==> src/rtl/ec_pkg.sv <==
// ============================================================================
// Module      : ec_pkg
// Description : Shared widths and constants for the range-coder encode stages.
// Revision    : 1.0 - initial release
// ============================================================================
`default_nettype none

package ec_pkg;

  localparam int RANGE_WIDTH    = 16;
  localparam int LOW_WIDTH      = 24;
  localparam int D_SIZE         = 5;
  localparam int BYTE_WIDTH     = 9;
  localparam int EC_MIN_PROB    = 4;
  localparam int FULL_LOW_WIDTH = LOW_WIDTH + 8;

  localparam logic [RANGE_WIDTH-1:0] RANGE_RESET = RANGE_WIDTH'(32'h8000);

  // Number of byte words released by one renormalization round
  typedef enum logic [1:0] {
    EMIT_NONE = 2'd0,
    EMIT_ONE  = 2'd1,
    EMIT_TWO  = 2'd2
  } emit_e;

endpackage

`default_nettype wire

==> src/rtl/leading_zero.sv <==
// ============================================================================
// Module      : leading_zero
// Description : Leading-zero count of a WIDTH-bit word; all-zero input yields WIDTH.
// Revision    : 1.0 - initial release
// ============================================================================
`default_nettype none

module leading_zero #(
  parameter int WIDTH     = 16,
  parameter int OUT_WIDTH = 5
) (
  input  logic [WIDTH-1:0]     i_value,
  output logic [OUT_WIDTH-1:0] o_zeros
);

  // Scan upward so the most significant set bit is the last to win
  always_comb begin
    o_zeros = OUT_WIDTH'(WIDTH);
    for (int i = 0; i < WIDTH; i++) begin
      if (i_value[i]) begin
        o_zeros = OUT_WIDTH'(WIDTH - 1 - i);
      end
    end
  end

endmodule

`default_nettype wire

==> src/rtl/stage_2_pipe.sv <==
// ============================================================================
// Module      : stage_2_pipe
// Description : Registered interval update plus one-round renormalization with
//               valid/ready handshake; releases up to two carry-tagged bytes.
// Revision    : 1.0 - initial release
// ============================================================================
`default_nettype none

module stage_2_pipe
  import ec_pkg::*;
#(
  parameter int SYMBOL_WIDTH = 4
) (
  input  logic                    clk,
  input  logic                    reset,
  input  logic                    init,
  input  logic                    in_valid,
  output logic                    in_ready,
  input  logic [RANGE_WIDTH-1:0]  UU,
  input  logic [RANGE_WIDTH-1:0]  VV,
  input  logic [RANGE_WIDTH-1:0]  lut_u,
  input  logic [RANGE_WIDTH-1:0]  lut_v,
  input  logic                    COMP_mux_1,
  input  logic                    bool,
  input  logic [SYMBOL_WIDTH-1:0] symbol,
  output logic                    out_valid,
  input  logic                    out_ready,
  output logic [1:0]              out_count,
  output logic [BYTE_WIDTH-1:0]   out_byte_0,
  output logic [BYTE_WIDTH-1:0]   out_byte_1,
  output logic [RANGE_WIDTH-1:0]  range_q,
  output logic [LOW_WIDTH-1:0]    low_q,
  output logic [D_SIZE-1:0]       s_q
);

  localparam int W1 = RANGE_WIDTH + 1;
  localparam int PW = 2 * RANGE_WIDTH;
  localparam int SW = D_SIZE + 1;

  logic [RANGE_WIDTH-1:0] r_range;
  logic [LOW_WIDTH-1:0]   r_low;
  logic [D_SIZE-1:0]      r_s;
  logic                   r_out_valid;
  emit_e                  r_out_count;
  logic [BYTE_WIDTH-1:0]  r_byte_0;
  logic [BYTE_WIDTH-1:0]  r_byte_1;

  logic                      w_accept;
  logic [RANGE_WIDTH-1:0]    w_rr;
  logic [PW-1:0]             w_prod_u;
  logic [PW-1:0]             w_prod_v;
  logic [W1-1:0]             w_u;
  logic [W1-1:0]             w_v;
  logic [W1-1:0]             w_vb;
  logic [RANGE_WIDTH-1:0]    w_range_upd;
  logic [RANGE_WIDTH-1:0]    w_low_inc;
  logic [D_SIZE-1:0]         w_d;
  logic [FULL_LOW_WIDTH-1:0] w_full_low;
  logic [FULL_LOW_WIDTH-1:0] w_mask0;
  logic [SW-1:0]             w_s_comp;
  logic [SW-1:0]             w_sh0;
  logic [RANGE_WIDTH-1:0]    w_range_nxt;
  logic [LOW_WIDTH-1:0]      w_low_nxt;
  logic [D_SIZE-1:0]         w_s_nxt;
  emit_e                     w_emit;
  logic [BYTE_WIDTH-1:0]     w_b0;
  logic [BYTE_WIDTH-1:0]     w_b1;
  logic                      w_unused_sym;

  assign in_ready     = !r_out_valid || out_ready;
  assign w_accept     = in_valid && in_ready;
  assign w_unused_sym = ^symbol[SYMBOL_WIDTH-1:1];

  assign w_rr     = r_range >> 8;
  assign w_prod_u = PW'(w_rr) * PW'(UU);
  assign w_prod_v = PW'(w_rr) * PW'(VV);
  assign w_u      = W1'(w_prod_u >> 1) + W1'(lut_u);
  assign w_v      = W1'(w_prod_v >> 1) + W1'(lut_v);
  assign w_vb     = W1'(w_prod_v >> 1) + W1'(EC_MIN_PROB);

  always_comb begin
    w_range_upd = r_range;
    w_low_inc   = '0;
    if (bool) begin
      if (symbol[0]) begin
        w_low_inc   = RANGE_WIDTH'(W1'(r_range) - w_vb);
        w_range_upd = RANGE_WIDTH'(w_vb);
      end else begin
        w_range_upd = RANGE_WIDTH'(W1'(r_range) - w_vb);
      end
    end else if (COMP_mux_1) begin
      w_low_inc   = RANGE_WIDTH'(W1'(r_range) - w_u);
      w_range_upd = RANGE_WIDTH'(w_u - w_v);
    end else begin
      w_range_upd = RANGE_WIDTH'(W1'(r_range) - w_v);
    end
  end

  leading_zero #(
    .WIDTH     (RANGE_WIDTH),
    .OUT_WIDTH (D_SIZE)
  ) u_lzc (
    .i_value (w_range_upd),
    .o_zeros (w_d)
  );

  // Low is widened by a byte so the carry out of the add lands in bit 8 of byte 0
  assign w_full_low  = FULL_LOW_WIDTH'(r_low) + FULL_LOW_WIDTH'(w_low_inc);
  assign w_s_comp    = SW'(r_s) + SW'(w_d);
  assign w_sh0       = SW'(r_s) + SW'(7);
  assign w_mask0     = (FULL_LOW_WIDTH'(1) << w_sh0) - FULL_LOW_WIDTH'(1);
  assign w_range_nxt = w_range_upd << w_d;

  always_comb begin
    w_emit    = EMIT_NONE;
    w_b0      = '0;
    w_b1      = '0;
    w_low_nxt = LOW_WIDTH'(w_full_low << w_d);
    w_s_nxt   = D_SIZE'(w_s_comp);
    if (w_s_comp >= SW'(17)) begin
      w_emit    = EMIT_TWO;
      w_b0      = BYTE_WIDTH'(w_full_low >> w_sh0);
      w_b1      = BYTE_WIDTH'((w_full_low & w_mask0) >> (r_s - D_SIZE'(1)));
      w_low_nxt = LOW_WIDTH'((w_full_low & (w_mask0 >> 8)) << w_d);
      w_s_nxt   = D_SIZE'(w_s_comp - SW'(16));
    end else if (w_s_comp >= SW'(9)) begin
      w_emit    = EMIT_ONE;
      w_b0      = BYTE_WIDTH'(w_full_low >> w_sh0);
      w_low_nxt = LOW_WIDTH'((w_full_low & w_mask0) << w_d);
      w_s_nxt   = D_SIZE'(w_s_comp - SW'(8));
    end
  end

  // init outranks a handshake in the same cycle, so that symbol is dropped
  always_ff @(posedge clk or negedge reset) begin
    if (!reset) begin
      r_range     <= RANGE_RESET;
      r_low       <= '0;
      r_s         <= '0;
      r_out_valid <= 1'b0;
      r_out_count <= EMIT_NONE;
      r_byte_0    <= '0;
      r_byte_1    <= '0;
    end else if (init) begin
      r_range     <= RANGE_RESET;
      r_low       <= '0;
      r_s         <= '0;
      r_out_valid <= 1'b0;
      r_out_count <= EMIT_NONE;
      r_byte_0    <= '0;
      r_byte_1    <= '0;
    end else if (w_accept) begin
      r_range     <= w_range_nxt;
      r_low       <= w_low_nxt;
      r_s         <= w_s_nxt;
      r_out_valid <= (w_emit != EMIT_NONE);
      r_out_count <= w_emit;
      r_byte_0    <= w_b0;
      r_byte_1    <= w_b1;
    end else if (out_ready && r_out_valid) begin
      r_out_valid <= 1'b0;
      r_out_count <= EMIT_NONE;
      r_byte_0    <= '0;
      r_byte_1    <= '0;
    end
  end

  assign range_q    = r_range;
  assign low_q      = r_low;
  assign s_q        = r_s;
  assign out_valid  = r_out_valid;
  assign out_count  = r_out_count;
  assign out_byte_0 = r_byte_0;
  assign out_byte_1 = r_byte_1;

endmodule

`default_nettype wire

==> config.mk <==
export PLATFORM = sky130hd
export DESIGN_NAME = stage_2_pipe
export DESIGN_NICKNAME = d
export VERILOG_FILES = /design/src/rtl/ec_pkg.sv /design/src/rtl/leading_zero.sv /design/src/rtl/stage_2_pipe.sv
export SDC_FILE = /design/constraint.sdc
export NUM_CORES = 1
export LEC_CHECK = 0
export ABC_AREA = 1
export CORE_MARGIN = 3
export CORE_UTILIZATION = 38
export CTS_BUF_LIST = sky130_fd_sc_hd__clkbuf_2 sky130_fd_sc_hd__clkbuf_4 sky130_fd_sc_hd__clkbuf_8
export CTS_CLUSTER_DIAMETER = 60
export DETAILED_ROUTE_END_ITERATION = 8
export PLACE_DENSITY = 0.63
export SLEW_MARGIN = 5
export SYNTH_ARGS = -nofsm -noshare
export SYNTH_HDL_FRONTEND = slang
export SYNTH_SLANG_ARGS = --single-unit
==> constraint.sdc <==
create_clock -name clk -period 21.7 [get_ports clk]
set_input_delay 3.255 -clock clk [delete_from_list [all_inputs] [get_ports clk]]
set_output_delay 3.255 -clock clk [all_outputs]
set_load 0.01 [all_outputs]
# Word level (Yosys, flattened, before mapping)

Cells that the tools add are included.

$add $sub $neg: 14
$mul: 2
Magnitude comparators: 2
Shift operators: 7
Multiplexer cells: 48
Bitwise operators: 2
Reductions and logical operators: 7

Operators by type and width:

| cell                  | number |
|---|---|
| $mux 16               | 8 |
| $mux 5                | 20 |
| $mux 24               | 4 |
| $mux 9                | 8 |
| $sub 16x16->16        | 4 |
| $shl 25x5->24         | 2 |
| $mul 8x16->17         | 2 |
| $add 16x16->16        | 2 |
| $and 25x32->32        | 1 |
| $shl 1x6->32 const A  | 1 |
| $shl 32x5->24         | 1 |
| $shr 32x5->9          | 1 |
| $sub 32x2->32 const B | 1 |
| $add 24x16->25        | 1 |
| $and 25x24->25        | 1 |
| $shr 25x6->9          | 1 |
| $add 16x3->16 const B | 1 |
| $shl 16x5->16         | 1 |
| $mux 2                | 4 |
| $add 5x3->6 const B   | 1 |
| $add 5x5->6           | 1 |
| $ge 6x4->1 const B    | 1 |
| $ge 6x5->1 const B    | 1 |
| $sub 5x1->5 const B   | 1 |
| 8 further kinds       | 13 |

Flip-flop bits (word level): 66
Bits of input ports: 75
Output and inout port bits: 67

# Logic depth before layout (Yosys ltp)

Depth in word-level cells: 28
Mapped depth: 73

# Cells and area by module

Synthesis repeated with hierarchy kept, for this count alone.

Cells, all modules: 3459
Area, all modules: 20387.1 µm²

By module, submodules not included:

| module       | instances | cells each | area each (µm²) | seq. area each (µm²) |
|---|---|---|---|---|
| stage_2_pipe | 1         | 3412       | 20185.6         | 1652.8 |
| leading_zero | 1         | 47         | 201.4           | 0.0 |

# Least setup slack after synthesis

Ideal clock, no wire load.

Kind: in2reg
Start: input port VV[3]
End: register r_low[20], in the netlist low_q[20]
Library setup time: 116 ps
Arrival: 12404 ps
Data required time: 21584 ps
Path slack: 9180 ps
Cell stages on the path: 64
Buffers on the path: 4
Cells stage by stage: clkbuf_2 > nand2_1 > inv_1 > fa_1 > fa_1 > inv_1 > fa_1 > fa_1 > inv_1 > ha_1 > nand2_1 > nand3_1 > or2_2 > nand2_1 > inv_1 > ha_1 > inv_1 > o311ai_0 > [... 28 more ...] > a21oi_1 > and2_0 > inv_1 > a21oi_1 > nor2_1 > nor2_4 > nand2_8 > inv_4 > buf_6 > nand3_1 > nand3_1 > nand3_1 > nand2_1 > nand2_1 > nand3_1 > nand3_1 > nand2_1 > nand2_1

Word-level cells in the longest chain between the ends: 25
Elaborated cells on any way between the ends: 38
Classes of those cells: 7 x add/sub; 1 x mul; 2 x order compare; 3 x shift; 23 x mux; 2 x bitwise

RTL lines:

| element                                                | RTL line                               | text |
|---|---|---|
| start, declared                                        | stage_2_pipe.sv:20                     | `input logic [RANGE_WIDTH-1:0] VV,` |
| $mul 8x16->17 *                                        | stage_2_pipe.sv:76                     | `assign w_prod_v = PW'(w_rr) * PW'(VV);` |
| $add 16x16->16 / $add 16x3->16 (equally long branches) | stage_2_pipe.sv:78, stage_2_pipe.sv:79 |  |
| $sub 16x16->16 (on tied branches)                      | -                                      |  |
| $mux 16 (on tied branches)                             | stage_2_pipe.sv:91, stage_2_pipe.sv:85 |  |
| $mux 16                                                | stage_2_pipe.sv:84                     | `if (bool) begin` |
| $mux 5 (14 in series)                                  | leading_zero.sv:20                     | `if (i_value[i]) begin` |
| $add 5x5->6                                            | stage_2_pipe.sv:109                    | `assign w_s_comp = SW'(r_s) + SW'(w_d);` |
| $ge 6x4->1                                             | stage_2_pipe.sv:126                    | `end else if (w_s_comp >= SW'(9)) begin` |
| $mux 24                                                | stage_2_pipe.sv:126                    |  |
| $mux 24 *                                              | stage_2_pipe.sv:120                    | `if (w_s_comp >= SW'(17)) begin` |
| $mux 24 *                                              | stage_2_pipe.sv:152                    | `end else if (w_accept) begin` |
| $mux 24 *                                              | stage_2_pipe.sv:144                    | `end else if (init) begin` |
| end signal, assigned                                   | stage_2_pipe.sv:154                    | `r_low <= w_low_nxt;` |
| end, declared                                          | stage_2_pipe.sv:41                     | `logic [LOW_WIDTH-1:0] r_low;` |

Every way passes the cells marked *; elsewhere a longest branch is shown, timed or not. The select of a mux whose other input is x is not followed.
A chain may end at the register's enable or synchronous reset.

# Worst setup path after layout

Start: input port VV[2]
End: register r_low[22], in the netlist low_q[22]

Word-level cells in the longest chain between the ends: 26
Elaborated cells on any way between the ends: 39
Classes of those cells: 7 x add/sub; 1 x mul; 2 x order compare; 3 x shift; 24 x mux; 2 x bitwise

RTL lines:

| element                                                | RTL line |
|---|---|
| $mul 8x16->17 *                                        | stage_2_pipe.sv:76 |
| $add 16x16->16 / $add 16x3->16 (equally long branches) | stage_2_pipe.sv:78, stage_2_pipe.sv:79 |
| $sub 16x16->16 (on tied branches)                      | - |
| $mux 16 (on tied branches)                             | stage_2_pipe.sv:91, stage_2_pipe.sv:85 |
| $mux 16                                                | stage_2_pipe.sv:84 |
| $mux 5 (15 in series)                                  | leading_zero.sv:20 |
| $add 5x5->6                                            | stage_2_pipe.sv:109 |
| $ge 6x4->1                                             | stage_2_pipe.sv:126 |
| $mux 24                                                | stage_2_pipe.sv:126 |
| $mux 24 *                                              | stage_2_pipe.sv:120 |
| $mux 24 *                                              | stage_2_pipe.sv:152 |
| $mux 24 *                                              | stage_2_pipe.sv:144 |

Marks and branches as above.

==> reports/summary.txt <==
Ys Warns = 0
Relative slew slack = 33.7%
Max Cap Viol = 0
Filler cells = 5487
Area post-placement = 21200 sq um
Ant diodes = 0
Total grt overflow = 0
Iteration-0 DRC Markers = 1632
CP required = 22.00 ns
Clk sinks = 66
Fmax = 67.2 MHz
IO Pins = 142
Top delay family on crit path = simple AND/OR/NAND/NOR gates
Routability Congestion = 0.989
Slowest stage delay, CP = 0.86 ns
Commonest non-fill, non-tap cell in the layout = nand2_1
Footprint of the multi-input gates = 14900 sq um
Critical path arrival = 15.18 ns
Worst Tran Pin Value = 0.981 ns
Drt drc = 0
Cts bufs inserted = 9
Seq/Total Area, Yosys = 8.54%
Slew Viols, Final = 0
Die ar. = 53700 sq um
TritonRoute pass-1 iters = 6
Worst Skew = 0.0150 ns
Most frequent cells in the layout = nand2_1 (881), inv_1 (588), nand3_1 (272)
CP Max Fanout = 41
Main synth FF type = dfrtp_1
Mapped Cells = 3175
Clock tree root buffer cell = clkbuf_8
Resize count post-CTS = 0
Final Hold Viols = 0
Fin crit period = 14.89 ns
Final nets = 3598
Ys async rst share = 100%
Initial antenna violation count = 1
Post-CTS setup repair buffer count = 0
Post-synth EDFFs = 0
Share of cells above drive strength 1 = 3.65%
Setup violations, final = 0
Worst Path Buf+Inv = 13
Slowest-stage cell, CP = o311ai_0
Syn nets = 3545
Startpoint Class = input port
CTS tree = yes
Syn Std Cell Area = 19300 sq um
Hold Buf Count CTS = 0
H-tree depth = 3
Layout area overhead = 10.6%
Hpwl dp = 52800 um
Synth cell types = 63
Most common cell on crit path = nand2_1
Syn avg cell area = 6.09 sq um
Status = complete, no violations
Seq cells post-synth = 66
Number of global-route vias before repair = 19200
DR vias/cell = 5.17
Skew-Pair Late Insertion Delay = 0.40 ns
Setup total negative slack = 0 ns
Register Area = 1650 sq um
Initial Utilization = 38.5%
Fin crit share = 68.6%
First-pass GRT wire length = 103000 um
Post-route design area = 21400 sq um
Crit path capture type = register
Routed len/inst = 16.7 um
Rows = 82
Total wire length = 65300 um
Port bufs = 138
Chip height = 232 um
Max Root-Sink Buffers = 2
Worst min path class = register to register
RSZ-0062 raised after global routing = false
Chip width = 232 um
Largest net degree at the start of global routing = 67
Clock Pin Slew Worst Setup and Hold Paths = 0.09 ns
Routed Antenna Nets = 0
Core area = 50300 sq um
Critical path class = input port to register
GRT Overall Usage = 24.0%
Vias = 20200
[final timing paths]
check / start / to / slack [ns] / cells after the start
setup / recovery: VV[2] / low_q[22] / 6.81 / 62
hold reg to reg: range_q[11] / range_q[11] / 0.51 / 1
hold / removal: range_q[11] / range_q[11] / 0.51 / 1
max in group asynchronous: reset / low_q[1] / 18.08 / 1
min in group asynchronous: reset / out_byte_1[4] / 2.93 / 1
setup reg to reg: range_q[10] / low_q[22] / 9.44 / 62
[stage by stage]
step | util (%) | hold WS, ns | setup slack (ns) | cells
global placement | 42.2 | 0.503 | 6.56 | 3889
finish | 42.5 | 0.512 | 6.81 | 3905
floorplan | - | 0.542 | 9.18 | 3175
global route | 42.5 | 0.548 | 5.67 | 3905
CTS | 42.5 | 0.514 | 6.97 | 3905
detailed placement | 42.2 | 0.494 | 6.56 | 3889
[per-layer routing]
| layer | part of all wire [%] | GRT usage, % |
|---|---|---|
| met5 | 0.020 | 0 |
| met4 | 3.7 | 8.11 |
| met3 | 4.8 | 2.18 |
| met2 | 49 | 42.2 |
| met1 | 43 | 30.8 |
[final cells by class]
type	count	share of cell area, %
flip-flops and latches	66	7.73
multi-input cells	2389	69.7
clock buffers	9	0.579
well taps	672	3.93
repair buffers	158	7.15
inverters	604	10.6
clock inverters	7	0.281
[worst reg2reg max path, delay by kind of cell (launching register included)]
family,cells,cell delay [ns]
AOI/OAI and AO/OA,11,1.88
xor gates and xnor gates,1,0.27
adders and majority gates,8,3.45
buffers and inverters,12,1.83
DFF,1,0.61
and+or+nand+nor,30,4.13
[registers in the layout, summed over array words and instances (netlist names)]
name and count:
low_q 24, out_byte_0 9, out_byte_1 9, out_count 2
out_valid 1, range_q 16, s_q 5
[cells in the mapped netlist, types with 26 or more instances]
cell	number	share of area [%]
nand3_1	272	7.0
ha_1	156	10
nand2_1	881	17
dfrtp_1	65	8.4
nor3_1	31	0.80
nand4_1	27	0.87
clkbuf_1	63	1.2
xor2_1	79	3.6
nor2_1	212	4.1
o22ai_1	26	0.84
fa_1	139	14
inv_1	588	11
o21ai_0	197	5.1
a21oi_1	139	3.6
xnor2_1	34	1.5
[cells by family after synthesis]
kind of cell / Yosys count / share of synthesized area, %
muxes: 10 / 0.517
adders and majority gates: 295 / 24.5
xor gates and xnor gates: 114 / 5.20
and+or+nand+nor: 1499 / 32.9
DFF: 66 / 8.54
AOI/OAI and AO/OA: 471 / 13.9
buffers and inverters: 720 / 14.4
Power is left out: the tool's default activity adds up to more than one toggle a clock period on the data nets, which glitch-free logic cannot reach.
